File: src/rtl/joy_db15_tx.sv
// joy_db15_tx: device-side responder for the DB15 serial joystick link.
// Emulates the parallel-in/serial-out chain sampled by a host DB15 reader.
//
// Ports:
//   clk         joystick clock (40-50 MHz)
//   reset       asynchronous, active-high
//   joystick1/2 player states, active-high, layout LS FEDCBAUDLR (bit0 = R)
//   cascade_in  async fill bit from a downstream chain (cascade builds only)
//   JOY_CLK     async shift clock from host, shift on rising edge
//   JOY_LOAD    async parallel load from host, active-low
//   JOY_DATA    serial data to host, active-low on wire, idle high
//   busy        high from load release until frame complete or abort
//   frame_done  one-cycle pulse when the last chain bit has been shifted
//   overrun     sticky, set by shift edges beyond the chain length
//
// Optional feature: define JOY_DB15_TX_CASCADE_EN to add cascade_in, whose
// synchronized value replaces the constant 1 fill bit on every shift.

module joy_db15_tx #(
    parameter int PLAYER_BITS = 12,
    parameter int SYNC_STAGES = 2
) (
    input  logic                   clk,
    input  logic                   reset,
    input  logic [PLAYER_BITS-1:0] joystick1,
    input  logic [PLAYER_BITS-1:0] joystick2,
`ifdef JOY_DB15_TX_CASCADE_EN
    input  logic                   cascade_in,
`endif
    input  logic                   JOY_CLK,
    input  logic                   JOY_LOAD,
    output logic                   JOY_DATA,
    output logic                   busy,
    output logic                   frame_done,
    output logic                   overrun
);

    localparam int N  = 2 * PLAYER_BITS;
    localparam int CW = $clog2(N) + 1;

    typedef enum logic [1:0] {
        IDLE,
        LOAD,
        SHIFT,
        DONE
    } state_t;

    state_t                 state;
    logic [N-1:0]           sreg;
    logic [CW-1:0]          bit_cnt;
    logic [SYNC_STAGES-1:0] ck_sync;
    logic [SYNC_STAGES-1:0] ld_sync;
    logic                   ck_s;
    logic                   ld_s;
    logic                   ck_q;
    logic                   ck_rise;
    logic                   fill;
    logic [N-1:0]           load_val;
    logic [N-1:0]           shifted;

    // Pins idle high, so synchronizers and the edge history reset to 1
    // to avoid a spurious edge after reset.
    always_ff @(posedge clk or posedge reset) begin
        if (reset) begin
            ck_sync <= '1;
            ld_sync <= '1;
            ck_q    <= 1'b1;
        end else begin
            ck_sync <= {ck_sync[SYNC_STAGES-2:0], JOY_CLK};
            ld_sync <= {ld_sync[SYNC_STAGES-2:0], JOY_LOAD};
            ck_q    <= ck_s;
        end
    end

    assign ck_s    = ck_sync[SYNC_STAGES-1];
    assign ld_s    = ld_sync[SYNC_STAGES-1];
    assign ck_rise = ck_s & ~ck_q;

`ifdef JOY_DB15_TX_CASCADE_EN
    logic [SYNC_STAGES-1:0] cas_sync;

    always_ff @(posedge clk or posedge reset) begin
        if (reset) begin
            cas_sync <= '1;
        end else begin
            cas_sync <= {cas_sync[SYNC_STAGES-2:0], cascade_in};
        end
    end

    assign fill = cas_sync[SYNC_STAGES-1];
`else
    assign fill = 1'b1;
`endif

    // Wire level is active-low: a pressed button shifts out as 0.
    assign load_val = ~{joystick2, joystick1};
    assign shifted  = {fill, sreg[N-1:1]};

    // sreg is the output register, so JOY_DATA moves SYNC_STAGES+1
    // cycles after a pin edge.
    assign JOY_DATA = sreg[0];

    always_ff @(posedge clk or posedge reset) begin
        if (reset) begin
            state      <= IDLE;
            sreg       <= '1;
            bit_cnt    <= '0;
            busy       <= 1'b0;
            frame_done <= 1'b0;
            overrun    <= 1'b0;
        end else begin
            frame_done <= 1'b0;
            // Load dominates: it aborts any frame and masks a
            // simultaneous shift edge.
            if (!ld_s) begin
                state   <= LOAD;
                sreg    <= load_val;
                bit_cnt <= '0;
                busy    <= 1'b0;
            end else begin
                unique case (state)
                    IDLE: begin
                        if (ck_rise) begin
                            sreg <= shifted;
                        end
                    end
                    LOAD: begin
                        // Still in LOAD with ld_s high: load released.
                        state   <= SHIFT;
                        busy    <= 1'b1;
                        bit_cnt <= '0;
                    end
                    SHIFT: begin
                        if (ck_rise) begin
                            sreg    <= shifted;
                            bit_cnt <= bit_cnt + CW'(1);
                            if (bit_cnt == CW'(N - 1)) begin
                                frame_done <= 1'b1;
                                busy       <= 1'b0;
                                state      <= DONE;
                            end
                        end
                    end
                    DONE: begin
                        if (ck_rise) begin
                            sreg    <= shifted;
                            overrun <= 1'b1;
                        end
                    end
                    default: begin
                        state <= IDLE;
                    end
                endcase
            end
        end
    end

endmodule
File: config.mk
export PLATFORM = sky130hd
export DESIGN_NAME = joy_db15_tx
export DESIGN_NICKNAME = d
export VERILOG_FILES = /design/src/rtl/joy_db15_tx.sv
export SDC_FILE = /design/constraint.sdc
export NUM_CORES = 1
export LEC_CHECK = 0
export ABC_CLOCK_PERIOD_IN_PS = 1950
export BUFFER_PORTS_ARGS = -buffer_cell sky130_fd_sc_hd__buf_2
export CELL_PAD_IN_SITES_DETAIL_PLACEMENT = 2
export CELL_PAD_IN_SITES_GLOBAL_PLACEMENT = 2
export CORE_MARGIN = 1
export CORE_UTILIZATION = 33
export CTS_CLUSTER_SIZE = 30
export DETAILED_ROUTE_END_ITERATION = 8
export PLACE_DENSITY = 0.88
export SETUP_SLACK_MARGIN = 0.4
export SKIP_CTS_REPAIR_TIMING = 1
export SLEW_MARGIN = 20
export SYNTH_ARGS = -nofsm -noshare
export SYNTH_HDL_FRONTEND = slang
export SYNTH_SLANG_ARGS = --single-unit
File: constraint.sdc
create_clock -name clk -period 1.95 [get_ports clk]
set_input_delay 0.585 -clock clk [delete_from_list [all_inputs] [get_ports clk]]
set_output_delay 0.585 -clock clk [all_outputs]
set_load 0.01 [all_outputs]
==> summary.md <==
| Metric | Value |
|---|---|
| Synth area leader | `dfstp_2` |
| I/O pin total | `32` |
| CTS Sinks | `40` |
| Filler instances | `607` |
| DR vias | `1503` |
| RSZ-0062 raised after global routing | `true` |
| Max-cap violation count | `0` |
| Skew final | `0.00847 ns` |
| Largest net degree at the start of global routing | `48` |
| Area of the multi-input gates | `684 µm²` |
| Slew Limit Fails | `0` |
| Clk slew on worst S/H paths | `about 0.07 ns` |
| Cell Rows | `26` |
| VDD IR max | `0.486 mV` |
| Ys Warns | `0` |
| Comb pwr share | `0.137` |
| Drt drc | `0` |
| Gr busiest metal | `met2` |
| Initial antenna violation count | `0` |
| Gpl congestion | `0.695` |
| First-pass GRT wire length | `7620 µm` |
| Nets | `~250` |
| Slew margin rel. | `0.663` |
| Critical path buffers and inverters | `1` |
| Unique masters post-synth | `31` |
| Met2 usage | `0.296` |
| Switch share | `0.268` |
| Vias in the first global route | `1629` |
| Startpoint types | `register` |
| Crit-path max cell delay | `0.55 ns` |
| Initial Utilization | `0.348` |
| Share of cells above drive strength 1 | `0.339` |
| Leakage | `just over 0.9 nW` |
| Worst Setup End Kind | `output port` |
| Synth top area cells | `dfstp_2 42%, dfrtp_1 15%, a21oi_1 9.7%` |
| Root Driver | `clkbuf_8` |
| Maximum clock insertion buffer count | `2` |
| Congestion Overflow GR | `0` |
| Die Wd | `76.1 µm` |
| WL/cell | `15.8 µm` |
| Fin crit period | `1.53 ns` |
| Total power draw | `1.82 mW` |
| Most frequent cells in the layout | `39 x nor2_1, 35 x a21oi_1, 30 x buf_2` |
| WHS | `0.362 ns` |
| Finished Core Util | `0.410` |
| Port Buffer Count | `31` |
| Worst Setup Path Type | `reg -> out` |
| Critical path data required time | `around 1.4 ns` |
| ANT cells | `0` |
| Routed WL | `4650 µm` |
| NetSw | `0.488 mW` |
| Crit path cell chain | `buf_6` |
| Critical path's top delay family | `flip-flops` |
| Core footprint | `5200 µm²` |
| Max Fanout on Critical Path | `2` |
| Total internal power | `between 1 and 1.5 mW` |
| Met3 Use GR | `0.0407` |
| Max frequency | `0.653 GHz` |
| Skew-Pair Late Insertion Delay | `0.30 ns` |
| GRT Resource Usage Total | `0.168` |
| Synth Instances | `194` |
| Register Area | `1040 µm²` |
| Final Hold Vio Count | `0` |
| Status | `complete, no violations` |
| Worst min-delay path category | `reg -> reg` |
| Post-DR vias/cell | `5.11` |
| Mean area per synthesized cell | `9.34 µm²` |
| CTS tree | `done` |
| Post-synth top area share | `0.421` |
| DRT iter0 DRCs | `63` |
| Share of total power in the clock network | `0.299` |
| Final worst-path cycle share | `0.785` |
| Final setup fails | `0` |
| Worst R2R Path Depth | `4` |
| WP data arrival | `0.95 ns` |
| Area grow syn2layout | `17.8%` |
| Worst path slowest cell | `dfstp_2` |
| DP HPWL | `3060 µm` |
| Register share of total power | `0.564` |
| Cell Area, Synth | `approximately 1800 µm²` |
| Cell Pwr Density | `around 850 nW/µm²` |
| FF+latch count, synth | `40` |
| Total Negative Setup Slacks | `0 ns` |
| Worst-margin pin slew | `between 0.5 and 0.6 ns` |
| Stages on the worst setup path | `1` |
| Met1 GRT Util | `0.203` |
| WHS Path Cells | `0` |
| H-tree depth | `2` |
| Die Ht | `76.1 µm` |
| DIE AREA | `~5800 µm²` |
| Post-Syn Nets | `223` |
| Register area share after synthesis | `0.573` |
| Num CTS Buffers | `5` |
| Leading cell type in the layout, fill and taps excluded | `nor2_1` |
| Pre-antenna DRT Iters | `4` |
| DRT antenna net count | `0` |
layout make-up:
type / instances / share of cell area
Clock buffer: 7 / 0.0358
Clock inverter: 1 / 0.00410
Inverter: 4 / 0.00821
Multi-Input combinational cell: 137 / 0.321
Sequential cell: 40 / 0.487
Tap cell: 70 / 0.0410
Timing Repair Buffer: 35 / 0.104
cell families after synthesis:
kind of cell,synth area share
xor gates and xnor gates,0.00967
and+or+nand+nor,0.189
AOI/OAI and AO/OA,0.168
adders and majority gates,0.00690
buffers and inverters,0.0546
DFF,0.573
synthesized netlist by cell type (all sizes together):
library cell  instances
nor2                 39
a41o                  1
a21oi                35
dfrtp                11
clkbuf                7
nand2                21
o21ai                16
nor3                  1
nor3b                 1
o211ai                1
ha                    1
buf                   6
nand2b                1
xor2                  2
nand3                 3
or3                   1
a21o                  1
inv                   4
a31oi                 1
nand4                 6
and4bb                1
and2b                 1
a311oi                1
and3                  2
dfstp                29
o32ai                 1
power groups by stage:
stage / logic (mW) / clock network (mW) / registers [mW]
floorplan: 0.167 / 0 / 1.02
global placement: 0.219 / 0 / 1.03
detailed placement: 0.236 / 0 / 1.04
CTS: 0.238 / 0.567 / 1.03
global route: 0.282 / 0.606 / 1.04
finish: 0.249 / 0.544 / 1.03
worst paths after layout:
kind	from	end	slack (ns)
max in group asynchronous	reset	state[1]	1.18
min in group asynchronous	reset	busy	0.40
worst max register to register	ck_q	sreg[4]	0.43
worst max-delay path	sreg[0]	JOY_DATA	0.42
worst min register to register	ld_sync[0]	ld_sync[1]	0.36
worst min-delay path	ld_sync[0]	ld_sync[1]	0.36
state kept, by name (all words and copies together), names as in the netlist:
name and cells:
bit_cnt 6, busy 1, ck_q 1, ck_sync 2, frame_done 1, ld_sync 2
overrun 1, sreg 24, state 2
per-layer routing:
metal	share of wire	vias to the layer above
met5	0	-
met4	0.014	0
met3	0.034	6
met2	0.51	26
met1	0.45	756
li1	-	715
metrics by stage:
stage	cell area (µm²)	instances	setup slack, ns
3_3_place_gp	2010	285	0.533
2_1_floorplan	1810	194	0.495
3_5_place_dp	2010	285	0.440
6_report	2130	294	0.418
4_1_cts	2090	293	0.386
5_1_grt	2130	294	0.381
Note: power is estimated with default switching activity, not from simulation.
